File: src/rtl/wbs_gpio_irq.sv
// Wishbone slave combining GPIO, an edge/level interrupt controller with W1C status,
// and an auto-reload down-counter timer that feeds the top status bit.
module wbs_gpio_irq #(
  parameter int unsigned DW     = 16,
  parameter int unsigned AW     = 9,
  parameter int unsigned NGPIO  = 16,
  parameter int unsigned NIRQ   = 8,
  parameter logic [31:0] ID_VAL = 32'h3060
) (
  input  logic              wb_clk_i,
  input  logic              wb_rst_i,
  input  logic [AW-1:0]     wb_adr_i,
  input  logic [DW-1:0]     wb_dat_i,
  input  logic [DW/8-1:0]   wb_sel_i,
  input  logic              wb_we_i,
  input  logic              wb_cyc_i,
  input  logic              wb_stb_i,
  output logic [DW-1:0]     wb_dat_o,
  output logic              wb_ack_o,
  output logic              wb_err_o,
  output logic              wb_rty_o,
  input  logic [NGPIO-1:0]  gpio_i,
  output logic [NGPIO-1:0]  gpio_o,
  input  logic [NIRQ-1:0]   irq_src_i,
  output logic              int_o
);
  localparam int unsigned NB  = DW / 8;
  localparam int unsigned LSB = $clog2(NB);
  localparam int unsigned IW  = AW - LSB;
  localparam int unsigned SW  = NIRQ + 1;

  localparam logic [IW-1:0] IDX_ID       = IW'(0);
  localparam logic [IW-1:0] IDX_GPIO_OUT = IW'(1);
  localparam logic [IW-1:0] IDX_GPIO_IN  = IW'(2);
  localparam logic [IW-1:0] IDX_STATUS   = IW'(3);
  localparam logic [IW-1:0] IDX_MASK     = IW'(4);
  localparam logic [IW-1:0] IDX_EDGE     = IW'(5);
  localparam logic [IW-1:0] IDX_CTRL     = IW'(6);
  localparam logic [IW-1:0] IDX_SET      = IW'(7);
  localparam logic [IW-1:0] IDX_TMR_CTRL = IW'(8);
  localparam logic [IW-1:0] IDX_TMR_LOAD = IW'(9);
  localparam logic [IW-1:0] IDX_TMR_CNT  = IW'(10);

  logic              acc, wr;
  logic [IW-1:0]     idx;
  logic [DW-1:0]     bm, wd, rdata;
  logic [NGPIO-1:0]  gpio_s1, gpio_s2, gpio_out_n;
  logic [NIRQ-1:0]   irq_s1, irq_s2, irq_d, hit;
  logic [NIRQ-1:0]   edge_cfg, edge_cfg_n;
  logic [SW-1:0]     status, status_n, mask, mask_n, clr, set_sw;
  logic              int_en, int_en_n;
  logic              run, run_n, auto_rl, auto_rl_n, expire, ctl_wr;
  logic [DW-1:0]     load, load_n, cnt, cnt_n;
  logic              unused_adr;

  assign acc        = wb_cyc_i & wb_stb_i & ~wb_ack_o;
  assign wr         = acc & wb_we_i;
  assign idx        = wb_adr_i[AW-1:LSB];
  assign wd         = wb_dat_i & bm;
  assign wb_err_o   = 1'b0;
  assign wb_rty_o   = 1'b0;
  assign unused_adr = ^wb_adr_i[LSB-1:0];

  // Expand byte selects into a bit mask.
  always_comb begin
    bm = '0;
    for (int unsigned i = 0; i < NB; i++) bm[8*i +: 8] = {8{wb_sel_i[i]}};
  end

  // Edge sources fire on a synchronised rising edge, level sources every cycle high.
  assign hit = irq_s2 & (~irq_d | ~edge_cfg);

  // Register writes, timer sequencing and status update.
  always_comb begin
    gpio_out_n = gpio_o;
    mask_n     = mask;
    edge_cfg_n = edge_cfg;
    int_en_n   = int_en;
    load_n     = load;
    clr        = '0;
    set_sw     = '0;
    ctl_wr     = 1'b0;
    run_n      = run;
    auto_rl_n  = auto_rl;
    cnt_n      = cnt;
    expire     = run & (cnt == '0);

    if (wr) begin
      case (idx)
        IDX_GPIO_OUT: gpio_out_n = (gpio_o & ~bm[NGPIO-1:0]) | wd[NGPIO-1:0];
        IDX_STATUS:   clr        = wd[SW-1:0];
        IDX_MASK:     mask_n     = (mask & ~bm[SW-1:0]) | wd[SW-1:0];
        IDX_EDGE:     edge_cfg_n = (edge_cfg & ~bm[NIRQ-1:0]) | wd[NIRQ-1:0];
        IDX_CTRL:     if (wb_sel_i[0]) int_en_n = wb_dat_i[0];
        IDX_SET:      set_sw     = wd[SW-1:0];
        IDX_TMR_CTRL: ctl_wr     = wb_sel_i[0];
        IDX_TMR_LOAD: load_n     = (load & ~bm) | wd;
        default: ;
      endcase
    end

    if (run) begin
      if (!expire)      cnt_n = cnt - DW'(1);
      else if (auto_rl) cnt_n = load;
      else              run_n = 1'b0;
    end

    // A bus write to the timer control overrides the expiry outcome for run.
    if (ctl_wr) begin
      run_n     = wb_dat_i[0];
      auto_rl_n = wb_dat_i[1];
      if (wb_dat_i[0]) cnt_n = load;
    end

    status_n = (status & ~clr) | set_sw | {expire, hit};
  end

  always_comb begin
    rdata = '0;
    case (idx)
      IDX_ID:       rdata = ID_VAL[DW-1:0];
      IDX_GPIO_OUT: rdata = DW'(gpio_o);
      IDX_GPIO_IN:  rdata = DW'(gpio_s2);
      IDX_STATUS:   rdata = DW'(status);
      IDX_MASK:     rdata = DW'(mask);
      IDX_EDGE:     rdata = DW'(edge_cfg);
      IDX_CTRL:     rdata = DW'(int_en);
      IDX_TMR_CTRL: rdata = DW'({auto_rl, run});
      IDX_TMR_LOAD: rdata = load;
      IDX_TMR_CNT:  rdata = cnt;
      default:      rdata = '0;
    endcase
  end

  always_ff @(posedge wb_clk_i or posedge wb_rst_i) begin
    if (wb_rst_i) begin
      wb_ack_o <= 1'b0;
      wb_dat_o <= '0;
      gpio_o   <= '0;
      gpio_s1  <= '0;
      gpio_s2  <= '0;
      irq_s1   <= '0;
      irq_s2   <= '0;
      irq_d    <= '0;
      status   <= '0;
      mask     <= '0;
      edge_cfg <= '0;
      int_en   <= 1'b0;
      run      <= 1'b0;
      auto_rl  <= 1'b0;
      load     <= '0;
      cnt      <= '0;
      int_o    <= 1'b0;
    end else begin
      wb_ack_o <= acc;
      if (acc && !wb_we_i) wb_dat_o <= rdata;
      gpio_o   <= gpio_out_n;
      gpio_s1  <= gpio_i;
      gpio_s2  <= gpio_s1;
      irq_s1   <= irq_src_i;
      irq_s2   <= irq_s1;
      irq_d    <= irq_s2;
      status   <= status_n;
      mask     <= mask_n;
      edge_cfg <= edge_cfg_n;
      int_en   <= int_en_n;
      run      <= run_n;
      auto_rl  <= auto_rl_n;
      load     <= load_n;
      cnt      <= cnt_n;
      int_o    <= int_en & (|(status & mask));
    end
  end
endmodule

File: config.mk
export PLATFORM = sky130hd
export DESIGN_NAME = wbs_gpio_irq
export DESIGN_NICKNAME = d
export VERILOG_FILES = /design/src/rtl/wbs_gpio_irq.sv
export SDC_FILE = /design/constraint.sdc
export NUM_CORES = 1
export LEC_CHECK = 0
export BUFFER_PORTS_ARGS = -buffer_cell sky130_fd_sc_hd__buf_2
export CELL_PAD_IN_SITES_DETAIL_PLACEMENT = 1
export CELL_PAD_IN_SITES_GLOBAL_PLACEMENT = 1
export CORE_MARGIN = 4
export CORE_UTILIZATION = 41
export DETAILED_ROUTE_END_ITERATION = 6
export HOLD_SLACK_MARGIN = 0.03
export PLACE_DENSITY = 0.77
export SETUP_SLACK_MARGIN = 0.05
export SLEW_MARGIN = 20
export SYNTH_ARGS = -nofsm -noshare
export SYNTH_HDL_FRONTEND = slang
export SYNTH_SLANG_ARGS = --single-unit
File: constraint.sdc
create_clock -name wb_clk_i -period 4.5 [get_ports wb_clk_i]
set_clock_uncertainty 0.2 [all_clocks]
set_input_delay 0.225 -clock wb_clk_i [delete_from_list [all_inputs] [get_ports wb_clk_i]]
set_output_delay 0.225 -clock wb_clk_i [all_outputs]
set_load 0.01 [all_outputs]
### Word level (Yosys, flattened, before mapping)

Index checks and enable logic that the tools add are counted.
Widths: inputs -> output; s select.

* logic and storage cells: 81
* register bits after elaboration: 151
* bits of input ports: 56

* $add $sub $neg: 1
* bitwise gates (word level): 27
* multiplexer cells: 16
* equality and inequality tests: 10
* reductions and logical operators: 10

Operators with widths (number)
* $pmux 16 s10: 1
* $mux 16: 5
* $and 16x16->16: 3
* $mux 9: 4
* $eq 8x3->1 const B: 4
* $or 16x16->16: 2
* $and 9x9->9: 3
* $or 9x9->9: 3
* $eq 8x4->1 const B: 3
* $not 8->8: 3
* $not 9->9: 2
* $and 8x8->8: 2
* $eq 8x2->1 const B: 2
* $logic_not 16->1: 1
* $not 16->16: 1
* $or 8x8->8: 2
* $sub 16x1->16 const B: 1
* $reduce_or 9->1: 1
* $eq 8x1->1 const B: 1
* $logic_not 8->1: 1
* $reduce_and 2->1: 4
* $mux 1: 6
* $and 1x1->1: 5
* $reduce_and 3->1: 1
* 3 further kinds: 3

### Logic depth before layout (Yosys ltp)

* depth after elaboration: 8
* gate-level depth with buffers: 8

### Worst setup path after synthesis

Ideal clock, no wire load.

* kind: register -> register
* start: register cnt[7]
* end: register cnt[1]
* stages on the path, launching flop included: 7
* path slack: 2.005 ns
* period minus slack after synthesis: 2.495 ns
* setup time: 0.123 ns
* arrival: 2.172 ns
* path buffers: 1
* cell sequence: dfrtp_1 > or4_4 > or4_4 > buf_6 > o31ai_4 > nand2_2 > o221a_1

* word-level cells in the longest chain between the ends: 6

RTL lines
* start, declared: RTL line 53 `logic [DW-1:0] load, load_n, cnt, cnt_n;`
* start signal, assigned: RTL line 170 `cnt <= cnt_n;`
* $logic_not 16->1 (*): RTL line 86 `expire = run & (cnt == '0);`
* $and 1x1->1 (*): RTL line 86
* $mux 16 (*): RTL line 103 `if (!expire) cnt_n = cnt - DW'(1);`
* $mux 16 (*): RTL line 102 `if (run) begin`
* $mux 16: RTL line 112 `if (wb_dat_i[0]) cnt_n = load;`
* $mux 16 (*): RTL line 109 `if (ctl_wr) begin`
* named net cnt_n[1]: RTL line 53

Mark *: on every way through the listed nets, which the timed path passes. The rest lies on a longest branch.
A chain may end at the register's enable or synchronous reset.

### Worst setup path in the final report

* start: register cnt[7]
* end: register cnt[7]

* word-level cells in the longest chain between the ends: 6
* elaborated cells between the ends (all ways): 8
* those cells by class: 1 x add/sub; 5 x mux; 1 x bitwise; 1 x reduce/logical

RTL lines (RTL line)
* branches (longest 3 deep; another with $sub 16x1->16)
* $mux 16 (*): 102
* $mux 16: 112
* $mux 16 (*): 109
* named net cnt_n[7]: 53

Mark *: on every way through the listed nets, which the timed path passes.

==> run_results.csv <==
group,metric,value,unit
flow_run,max_cap_violations,0,
final_layout,final_cell_mix,"dfrtp_1, buf_2, mux2_2, nand2_1, dlygate4sd3_1",
clock_network,cts_tree,"yes",
sta,tightest_slew,1.04,ns
placed_design,port_buffers,88,
critical_path,critPathMaxFanout,12,
detailed_routing,vias_per_cell,5.76,
clock_network,cts_sinks,151,
sta,fin_tns_setup,0,ns
clock_network,clockBufferDepth,2,
detailed_routing,finalWirelength,20.2,mm
global_route,grt_use_total,23.5,%
critical_path,cp_num_buf_inv,0,
logic_synthesis,synth_seq_cells,151,
clock_network,cts_resized,0,
final_layout,syn2layout_area_growth,25.0,%
critical_path,reg2reg_from,"cnt[7]",
logic_synthesis,syn_area,6540,um^2
critical_path,worst_ep_required_time,4.62,ns
sta,fmax,348,MHz
placed_design,dp.cells,816,
power,ir_drop,0.482,mV
sta,grt_setup_unrepaired,"false",
worst_hold_path,hold_depth,5,
critical_path,critPathLaunchType,"flip-flop",
global_route,grt_pass1_wl,32.5,mm
power,power.total,3280,uW
detailed_routing,vias,5128,
detailed_routing,routedWlPerCell,22.6,um
final_layout,layout-drive-gt1-share,28.7,%
critical_path,slowest_delay,0.60,ns
final_layout,post-route-cell-area,8180,um^2
placed_design,place_congestion,0.932,
placed_design,post-dp-hpwl,13.4,mm
power,p_leak,0.00367,uW
logic_synthesis,synth-edff-count,0,
critical_path,critPathCaptureType,"flip-flop",
floorplanning,start_util,42.4,%
clock_network,clk_pin_slew,0.06,ns
worst_hold_path,hold_class,"in -> reg",
sta,period_share,63.8,%
clock_network,cts_buffers,17,
placed_design,placed_cell_area,7150,um^2
clock_network,post_cts_buffers,0,
logic_synthesis,syn_avg_cell_area,12.0,um^2
sta,finalCriticalPeriod,2.87,ns
detailed_routing,drtPass1Iterations,5,
detailed_routing,drtAntennaViolNets,0,
floorplanning,rows,45,
final_layout,layout.cells.non_filler,891,
floorplanning,ios,92,
clock_network,clk_latency,0.43,ns
floorplanning,die-width,134,um
power,power_density,401,nW/um^2
global_route,grt_pass1_vias,5772,
global_route,antenna_found_initial,0,
clock_network,cts_root_buf,"clkbuf_16",
logic_synthesis,async_reset_ff_share,100,%
detailed_routing,drtIter0Drc,345,
floorplanning,die-area,18000,um^2
detailed_routing,drc,0,
critical_path,timing_worst_setup_path_type,"reg -> reg",
critical_path,worstPathArrival,2.99,ns
sta,maxSlewHeadroom,30.7,%
logic_synthesis,seq_area_frac_synth,57.8,%
critical_path,ff2ff_path_depth,5,
floorplanning,core_area,15400,um^2
critical_path,regToRegSetupSlack,1.63,ns
clock_network,ctsHtreeMaxLevel,4,
floorplanning,fp.dieH,134,um
final_layout,num-nets-final,724,
sta,slew_violations,0,
global_route,grt-ovfl-total,0,
global_route,grt_max_degree,152,
final_layout,layout_commonest_cell,"dfrtp_1",
critical_path,cp_top_family,"simple AND/OR/NAND/NOR gates",
logic_synthesis,synth_cell_type_count,64,
clock_network,ctsHoldBuffers,43,
final_layout,antenna_cells,0,
critical_path,cpMaxStageDelayCell,"or4_4",
critical_path,worstReg2RegEnd,"cnt[7]",
status,status,"finished, final reports clean",
sta,hold_violations,0,
logic_synthesis,ys.flop_type,"dfrtp_1",
logic_synthesis,yosys_warnings,0,
critical_path,cp_cell_sequence,"or4_4 -> nor4_2 -> nand3_1 -> nor2b_1 -> o221a_1",
sta,finalSetupViolCount,0,
logic_synthesis,syn-instance-count,543,
worst_hold_path,worstHoldStart,"wb_sel_i[1]",
==> cell type report <==
cell class	count	area [um^2]
Tap cell	211	264
Clock inverter	14	163
Sequential cell	151	3780
Clock buffer	18	429
Multi-Input combinational cell	354	2600
Inverter	10	41.3
Timing Repair Buffer	133	898
Fill cell	1632	7250
==> per-stage QoR <==
| step | setup WS, ns | utilization, % | hold slack, ns |
|---|---|---|---|
| 6_report | 1.63 | 53.0 | 0.0727 |
| 5_1_grt | 1.45 | 53.0 | 0.0974 |
| 4_1_cts | 1.63 | 53.0 | 0.0627 |
| 3_5_place_dp | 1.37 | 46.4 | 0.134 |
| 3_3_place_gp | 1.41 | 46.4 | 0.131 |
| 2_1_floorplan | 2.00 | - | 0.0564 |
==> kinds of logic after synthesis <==
kind of cell / count (synthesis) / share of synthesized area, %
and+or+nand+nor: 163 / 13.8
DFF: 151 / 57.8
AOI/OAI and AO/OA: 118 / 14.0
muxes: 69 / 11.6
buffers and inverters: 39 / 2.51
adders and majority gates: 1 / 0.191
other: 1 / 0.0573
xor gates and xnor gates: 1 / 0.134
==> tightest hold or removal path, cell delays in order <==
cell and delay (ns):
buf_2 0.10, inv_1 0.05, nor2_1 0.08, nand2_1 0.07, mux2_2 0.14
==> routing by layer <==
layer | global-route usage (%) | wire length (um) | vias to the layer above
li1 | - | - | 2275
met3 | 5.06 | 937 | 32
met4 | 8.60 | 494 | 0
met2 | 38.9 | 10100 | 158
met1 | 30.6 | 8660 | 2663
met5 | 0 | 0 | -
==> report_power, final <==
part	internal (uW)	switching (uW)	total [uW]	leakage (uW)
clock network	828	607	1440	0.000270
registers	1440	97.3	1530	0.00187
logic	146	163	309	0.00153
==> cells in the mapped netlist, types with 2 or more instances <==
| master | number | area share [%] |
|---|---|---|
| or4_1 | 4 | 0.46 |
| nor3b_1 | 4 | 0.46 |
| nor4_1 | 7 | 0.67 |
| o221ai_1 | 2 | 0.27 |
| o22a_1 | 3 | 0.40 |
| a32o_1 | 2 | 0.31 |
| nand2b_1 | 7 | 0.67 |
| a211oi_1 | 5 | 0.57 |
| o21a_1 | 4 | 0.46 |
| nor2_2 | 2 | 0.19 |
| nor2_1 | 15 | 0.86 |
| a21boi_0 | 8 | 0.92 |
| or3_1 | 4 | 0.38 |
| nand4_1 | 3 | 0.29 |
| o21ai_0 | 11 | 0.84 |
| and3_1 | 4 | 0.38 |
| buf_4 | 2 | 0.23 |
| o211a_1 | 2 | 0.31 |
| nand3_1 | 21 | 1.6 |
| or4_4 | 2 | 0.34 |
| nor2b_1 | 7 | 0.67 |
| a21oi_1 | 13 | 0.99 |
| or2_2 | 6 | 0.57 |
| clkbuf_1 | 23 | 1.3 |
| nor3_2 | 2 | 0.31 |
| inv_1 | 10 | 0.57 |
| nor3_1 | 12 | 0.92 |
| a221o_1 | 8 | 1.2 |
| a2111oi_0 | 2 | 0.27 |
| buf_2 | 2 | 0.15 |
| nand3b_1 | 6 | 0.69 |
| mux2_2 | 56 | 9.6 |
| a22oi_1 | 15 | 1.7 |
| mux2i_1 | 13 | 2.0 |
| o2bb2ai_1 | 2 | 0.27 |
| a22o_1 | 17 | 2.3 |
| nand4b_1 | 3 | 0.40 |
| o22ai_1 | 6 | 0.57 |
| nand2_1 | 45 | 2.6 |
| dfrtp_1 | 151 | 58 |
| o221a_1 | 2 | 0.34 |
| o31ai_1 | 3 | 0.34 |
| a221oi_1 | 6 | 0.80 |
==> worst max-delay path by stage <==
stage | slack (ns) | from | cells after the start | to
5_1_grt | 1.45 | cnt[7] | 5 | cnt[1]
3_3_place_gp | 1.41 | wb_adr_i[6] | 6 | cnt[7]
4_1_cts | 1.63 | cnt[7] | 5 | cnt[7]
3_5_place_dp | 1.37 | wb_adr_i[6] | 6 | cnt[1]
2_1_floorplan | 2.00 | cnt[7] | 6 | cnt[1]
6_report | 1.63 | cnt[7] | 5 | cnt[7]
(Power assumes the default switching activity.)
